$ cat config.mk
export PLATFORM = sky130hd
export DESIGN_NAME = fetch_stage
export DESIGN_NICKNAME = d
export VERILOG_FILES = /design/src/rtl/fetch_stage.sv
export SDC_FILE = /design/constraint.sdc
export NUM_CORES = 1
export LEC_CHECK = 0
export ABC_AREA = 1
export BUFFER_PORTS_ARGS = -buffer_cell sky130_fd_sc_hd__buf_2
export CAP_MARGIN = 20
export CORE_UTILIZATION = 54
export DETAILED_ROUTE_END_ITERATION = 10
export GPL_TIMING_DRIVEN = 0
export PLACE_DENSITY = 0.8
export SLEW_MARGIN = 20
export SYNTH_ARGS = -nofsm -noshare
export SYNTH_HDL_FRONTEND = slang
export SYNTH_SLANG_ARGS = --single-unit
$ cat constraint.sdc
create_clock -name clock -period 2.9 [get_ports clock]
set_clock_uncertainty 0.05 [all_clocks]
set_input_delay 0.29 -clock clock [delete_from_list [all_inputs] [get_ports clock]]
set_output_delay 0.29 -clock clock [all_outputs]
set_load 0.03 [all_outputs]
$ cat src/rtl/fetch_stage.sv
// XM23 fetch stage: PC + sync imem reads, DEPTH-entry word/PC FIFO to decode over valid/ready.
// Latency: word valid 2 cycles after issue; redirect flushes FIFO and drops the in-flight read.
module fetch_stage #(
  parameter logic [15:0] RESET_PC = 16'h0000,
  parameter int          DEPTH    = 2
) (
  input  logic        clock,
  input  logic        reset,
  input  logic        fetch_enable,
  output logic        imem_rd,
  output logic [15:0] imem_addr,
  input  logic [15:0] imem_rdata,
  input  logic        redirect_valid,
  input  logic [15:0] redirect_pc,
  output logic        inst_valid,
  output logic [15:0] inst,
  output logic [15:0] inst_pc,
  input  logic        inst_ready
);

  localparam int AW = $clog2(DEPTH);
  localparam int CW = AW + 1;
  localparam logic [CW:0] LP_DEPTH = (CW+1)'(DEPTH);

  typedef enum logic {S_IDLE, S_RUN} state_t;

  state_t          r_state;
  state_t          w_state_nxt;
  logic [15:0]     r_pc;
  logic [15:0]     r_tag_pc;
  logic            r_inflight;
  logic [AW-1:0]   r_rd_ptr;
  logic [AW-1:0]   r_wr_ptr;
  logic [CW-1:0]   r_count;
  logic [15:0]     r_mem_inst [DEPTH];
  logic [15:0]     r_mem_pc   [DEPTH];

  logic            w_pop;
  logic            w_push;
  logic            w_issue;
  logic [CW:0]     w_occ;

  assign inst_valid = (r_count != '0);
  assign inst       = inst_valid ? r_mem_inst[r_rd_ptr] : 16'h0000;
  assign inst_pc    = inst_valid ? r_mem_pc[r_rd_ptr]   : 16'h0000;
  assign imem_addr  = r_pc;
  assign imem_rd    = w_issue;

  // Occupancy counts the outstanding read so the returning word always has a slot.
  assign w_pop  = inst_valid & inst_ready & ~redirect_valid;
  assign w_push = r_inflight & ~redirect_valid;
  assign w_occ  = {1'b0, r_count} + (CW+1)'(r_inflight) - (CW+1)'(w_pop);

  always_comb begin
    w_state_nxt = r_state;
    w_issue     = 1'b0;
    case (r_state)
      S_IDLE: begin
        if (fetch_enable) w_state_nxt = S_RUN;
      end
      S_RUN: begin
        if (!fetch_enable) w_state_nxt = S_IDLE;
        else if (!redirect_valid && (w_occ < LP_DEPTH)) w_issue = 1'b1;
      end
      default: w_state_nxt = S_IDLE;
    endcase
  end

  always_ff @(posedge clock or negedge reset) begin
    if (!reset) begin
      r_state    <= S_IDLE;
      r_pc       <= RESET_PC & 16'hFFFE;
      r_tag_pc   <= 16'h0000;
      r_inflight <= 1'b0;
      r_rd_ptr   <= '0;
      r_wr_ptr   <= '0;
      r_count    <= '0;
    end else begin
      r_state <= w_state_nxt;
      if (redirect_valid) begin
        r_pc       <= redirect_pc & 16'hFFFE;
        r_inflight <= 1'b0;
        r_rd_ptr   <= '0;
        r_wr_ptr   <= '0;
        r_count    <= '0;
      end else begin
        r_inflight <= w_issue;
        if (w_issue) begin
          r_pc     <= r_pc + 16'd2;
          r_tag_pc <= r_pc;
        end
        if (w_push) r_wr_ptr <= r_wr_ptr + AW'(1);
        if (w_pop)  r_rd_ptr <= r_rd_ptr + AW'(1);
        r_count <= r_count + CW'(w_push) - CW'(w_pop);
      end
    end
  end

  always_ff @(posedge clock) begin
    if (w_push) begin
      r_mem_inst[r_wr_ptr] <= imem_rdata;
      r_mem_pc[r_wr_ptr]   <= r_tag_pc;
    end
  end

endmodule

## After elaboration in Yosys (flattened, before gate mapping)

Memory sizes are Yosys's and may differ from the RTL's.
Index checks and enable logic that the tools add are counted.

| word-level totals | value |
|---|---|
| register bits after elaboration | 38 |
| bits in latches | 0 |
| RAM bits | 64 |
| bits in read-only memories | 0 |
| input bits | 37 |
| output and inout port bits | 50 |
| logic and storage cells | 44 |
| memories kept | 2 |

Memories:

| name | words | bits a word | read ports | clocked after memory_dff | write ports | RTL line | source |
|---|---|---|---|---|---|---|---|
| r_mem_inst | 2 | 16 | 1 | 0 | 1 | 35 | `logic [15:0] r_mem_inst [DEPTH];` |
| r_mem_pc | 2 | 16 | 1 | 0 | 1 | 36 | `logic [15:0] r_mem_pc [DEPTH];` |

| operators by class | value |
|---|---|
| add/subtract/negate cells | 7 |
| multiply operators | 0 |
| divide/modulo/power cells | 0 |
| magnitude comparators | 1 |
| eq/ne operators | 0 |
| shift operators | 0 |
| muxes and demuxes | 16 |
| bitwise operators | 4 |
| reductions and logical operators | 7 |

Operators with widths:

| kind | number |
|---|---|
| 16-bit 2-to-1 mux | 4 |
| 16-bit by 2-bit adder with 16-bit output (second input constant) | 1 |
| 1-bit 2-to-1 mux | 11 |
| 2-bit nonzero test | 4 |
| 2-bit by 1-bit adder with 3-bit output | 1 |
| 1-bit AND | 3 |
| 3-bit by 2-bit < comparator with 1-bit output (second input constant) | 1 |
| 3-bit by 1-bit subtractor with 3-bit output | 1 |
| 1-bit adder (second input constant) | 2 |
| 2-bit by 1-bit adder with 2-bit output | 1 |
| 2-bit 2-to-1 mux | 1 |
| 2-bit AND reduction | 1 |
| 2-bit by 1-bit subtractor with 2-bit output | 1 |
| 1-bit logical AND | 1 |
| 1-bit zero test | 1 |
| 1-bit inverter | 1 |

## Depth between registers and ports, before layout

| depth | value |
|---|---|
| depth in word-level cells | 11 |
| gate-level depth with buffers | 16 |
| mapped depth without buffers | 15 |

## Least setup slack after synthesis

No wires, ideal clock.

| path | value |
|---|---|
| path type | register to output |
| start point | register r_count[1] |
| end point | output port imem_rd |
| data arrival time | 2.517 ns |
| data required time | 2.560 ns |
| slack | 0.043 ns |
| cell stages (with the launch flop) | 13 |
| path buffers | 1 |
| cell sequence | dfrtp_1 > nor2_1 > inv_1 > nand2_1 > nor2_1 > ha_1 > or2_2 > fa_1 > nand2_1 > nor2_1 > nand2_2 > inv_2 > buf_4 |

| between the ends | value |
|---|---|
| longest elaborated chain between the ends | 9 |
| elaborated cells on any way between the ends | 10 |
| those cells by class | add/sub (2); order compare (1); mux (3); bitwise (2); reduce/logical (2) |

RTL lines:

| element | RTL line | source |
|---|---|---|
| from (decl) | 34 | `logic [CW-1:0] r_count;` |
| from (signal assigned) | 94 | `r_count <= r_count + CW'(w_push) - CW'(w_pop);` |
| 2-bit nonzero test | 43 | `assign inst_valid = (r_count != '0);` |
| via inst_valid | 15 | `output logic inst_valid,` |
| 1-bit AND (2 in a row) | 50 | `assign w_pop = inst_valid & inst_ready & ~redirect_valid;` |
| 3-bit by 1-bit subtractor with 3-bit output | 52 | `assign w_occ = {1'b0, r_count} + (CW+1)'(r_inflight) - (CW+1)'(w_pop);` |
| 3-bit by 2-bit < comparator with 1-bit output | 63 | `else if (!redirect_valid && (w_occ < LP_DEPTH)) w_issue = 1'b1;` |
| 1-bit logical AND | 63 |  |
| 1-bit 2-to-1 mux | 63 |  |
| 1-bit 2-to-1 mux | 62 | `if (!fetch_enable) w_state_nxt = S_IDLE;` |
| 1-bit 2-to-1 mux | 57 | `case (r_state)` |
| to (decl) | 10 | `output logic imem_rd,` |

The timed path passes the listed nets, and every way through them passes these cells.

## Worst setup path in the final report

| path | value |
|---|---|
| start point | register r_count[0] |
| end point | output port imem_rd |

| between the ends | value |
|---|---|
| longest elaborated chain between the ends | 9 |
| elaborated cells on any way between the ends | 10 |
| those cells by class | add/sub (2); order compare (1); mux (3); bitwise (2); reduce/logical (2) |

RTL lines:

| element | RTL line |
|---|---|
| 2-bit nonzero test | 43 |
| 1-bit AND (2 in a row) | 50 |
| 3-bit by 1-bit subtractor with 3-bit output * | 52 |
| 3-bit by 2-bit < comparator with 1-bit output * | 63 |
| 1-bit logical AND * | 63 |
| 1-bit 2-to-1 mux * | 63 |
| 1-bit 2-to-1 mux * | 62 |
| 1-bit 2-to-1 mux * | 57 |

Every way passes the cells marked *; elsewhere a longest branch is shown, timed or not.

==> summary.md <==
| Metric | Value |
|---|---|
| Outcome | finished, final reports clean |
| Design Power | 3.16 mW |
| Most frequent cells in the layout | 151 x nand2_1, 89 x buf_2, 62 x edfxtp_1, 41 x nand3_1, 35 x dfrtp_1 |
| CP endpoint kind | primary output |
| Final worst-path cycle share | 0.978 |
| Sequential power share | 0.546 |
| Wl on met1 | 3.78 mm |
| VDD IR max | 346 uV |
| CP peak stage delay | 0.51 ns |
| Clock sink total | 98 |
| Core Box Area | 7410 um2 |
| Max Clk Rate | 352 MHz |
| Total GRT Usage | 0.235 |
| Reg clk slew, reported paths | 0.10 ns |
| Post-synth top flop | edfxtp_1 |
| Worst-Margin Slew | 0.819 ns |
| Fin. max-slew vios | 0 |
| Final wirelength | 9.10 mm |
| Die Ht | 90.7 um |
| First-pass GRT wire length | 15.1 mm |
| Met2 WL post-DR | 4.60 mm |
| Slowest CP cell | fa_1 |
| Iteration-0 DRC Markers | 169 |
| Final setup vio count | 0 |
| Synthesized area per cell | 9.92 um2 |
| Worst Path Arrival | 2.50 ns |
| Number of enable flip-flop cells after synthesis | 62 |
| CP Launch Type | flip-flop |
| CP max FO | 3 |
| Pleak | 2.38 nW |
| TritonCTS clock tree | built |
| Most common cell after layout, fill and taps aside | nand2_1 |
| WHS Path Cells | 1 |
| Non-Filler Instances | 643 |
| Distinct cells, synth | 23 |
| DR vias | 3369 |
| Gate Count Post-Synth | 428 |
| Final hold vios | 0 |
| Die width | 90.7 um |
| Critical path class | flip-flop to primary output |
| Initial Util | 0.573 |
| Number of global-route vias before repair | 3246 |
| Most common cell type on the critical path | nor2_4 |
| Pin count of the biggest net entering global routing | 37 |
| CTS Buf Count | 9 |
| Ys async rst share | 0.367 |
| Slew HR | 0.454 |
| Critical-path cell list | nor2_4, inv_2, nand2_4, nor2_4, ha_4, or2_4, fa_1, nand2_1, nor2_1, nand2_2, inv_4, buf_6 |
| DRC viols | 0 |
| Root buffer cell | clkbuf_8 |
| Clock Power Share | 0.282 |
| DP HPWL | 6.11 mm |
| Longest Clk Path Bufs | 2 |
| Mapped Area | 4240 um2 |
| RSZ-0062 raised after global routing | true |
| Max-cap viol count | 0 |
| Port bufs | 83 |
| Top layer in use | met4 |
| Gpl congestion | 0.912 |
| Ys Warns | 0 |
| Ant diodes | 0 |
| Sequential fraction of the synthesis area | 0.651 |
| Grt total ovfl | 0 |
| Hold crit path type | input pin to flip-flop |
| Comb power frac | 0.172 |
| CP required | 2.56 ns |
| Final #Nets | 581 |
| Post-route ant nets | 0 |
| Clk Latency, worst-skew pair | 0.36 ns |
| Net Sw Frac | 0.293 |
| Share of cells above drive strength 1 | 0.259 |
| H-tree depth | 3 |
| Seq cells post-synth | 98 |
| P_int | 2.23 mW |
| Depth of the most critical reg-to-reg path | 16 |
| Std-Cell Rows | 31 |
| NetSw | 0.924 mW |
| Pwr Density | 605 nW/um2 |
| Final min period | 2.84 ns |
| Placed insts | 613 |
| Ports | 87 |
| Via density | 5.24 |
| Synth-to-Final Area Change | 23.0% |
| 1st-pass router iterations | 5 |
| Routed wl met3 | 560 um |
| Wire per inst | 14.2 um |
| Initial antenna violation count | 0 |
| Die ar. | 8220 um2 |
## power groups by stage
stage	Sequential, mW	Clock (mW)	Combinational (mW)
after detailed placement	1.75	0	0.509
after floorplan	1.77	0	0.298
after global routing	1.73	0.949	0.602
final	1.72	0.890	0.544
after global placement	1.74	0	0.488
after CTS	1.72	0.890	0.540
## area by class of cell
type	count	area [um2]
multi-input combinational	279	1320
tap	99	124
clock inverter	5	61.3
clock buffer	11	141
sequential	98	2760
fill	544	2190
buffer	20	98.8
timing repair buffer	100	594
inverter	31	119
## repair_timing
item	4_1_cts	5_1_grt
endpoints found under the setup margin	31	1
hold buffers	2	0
gates cloned	0	0
gates resized for setup	14	1
endpoints found under the hold margin	37	0
pin swaps	9	7
setup buffers	10	3
## path summary, 6_finish.rpt
| path | slack (ns) | endpoint | start |
|---|---|---|---|
| min in group asynchronous | 0.51 | r_tag_pc[10]$_DFFE_PN0P_ | reset |
| hold / removal | 0.05 | r_mem_inst[1][4]$_DFFE_PP_ | imem_rdata[4] |
| max in group asynchronous | 1.72 | r_count[1]$_DFF_PN0_ | reset |
| setup reg to reg | 0.19 | imem_addr[1]$_DFFE_PN0P_ | r_count[0]$_DFF_PN0_ |
| hold reg to reg | 0.43 | r_mem_pc[0][7]$_DFFE_PP_ | r_tag_pc[7]$_DFFE_PN0P_ |
| setup / recovery | 0.06 | imem_rd | r_count[0]$_DFF_PN0_ |
## Yosys cell counts (2+ instances only)
cell,n,area (um2)
buf_4,5,37.5
inv_2,2,7.51
inv_1,29,109
buf_2,6,30.0
o21ai_0,14,70.1
a21oi_1,33,165
nor2_1,14,52.6
nand3_1,41,205
nor2_2,5,31.3
nand2_1,152,571
dfrtp_1,36,901
ha_1,4,50.1
buf_1,3,11.3
edfxtp_1,62,1860
xnor2_1,2,17.5
clkbuf_1,7,26.3
nand4_1,6,37.5
o21bai_1,2,15.0
## critical path: cells and delay by family, from the launching register on
family	cells	cell delay, ns
fa+ha+maj	2	0.72
flops	1	0.42
simple gates	7	0.71
buf+inv	3	0.28
## cell families after synthesis
| logic type | share of synthesized area |
|---|---|
| fa+ha+maj | 0.0165 |
| simple gates | 0.214 |
| xor+xnor | 0.00619 |
| buf+inv | 0.0522 |
| compound gates | 0.0590 |
| flops | 0.651 |
| other cells | 0.000884 |
## metrics by stage
step / utilization / hold slack, ns / TNS [ns] / instance area, um2 / worst slack, ns
after floorplan: - / -0.0556 / 0 / 4250 / 0.0429
after global placement: 0.646 / 0.367 / -12.16 / 4790 / -0.318
after detailed placement: 0.656 / 0.372 / -5.73 / 4860 / -0.428
after CTS: 0.703 / 0.0530 / -0.101 / 5200 / -0.101
after global routing: 0.704 / 0.0424 / -0.0422 / 5220 / -0.0422
final: 0.704 / 0.0550 / 0 / 5220 / 0.0628
## routing by layer
| metal | GRT usage | vias up |
|---|---|---|
| met1 | 0.303 | 1567 |
| met3 | 0.0421 | 17 |
| met4 | 0.0874 | 0 |
| li1 | - | 1640 |
| met5 | 0 | - |
| met2 | 0.399 | 145 |
## sequential cells by signal (all words and copies together), names as in the netlist
name	flops
imem_addr	15
r_state	1
r_wr_ptr	1
r_mem_inst	32
r_rd_ptr	1
r_tag_pc	15
r_count	2
r_inflight	1
r_mem_pc	30
Power figures use the tool's default switching activity.
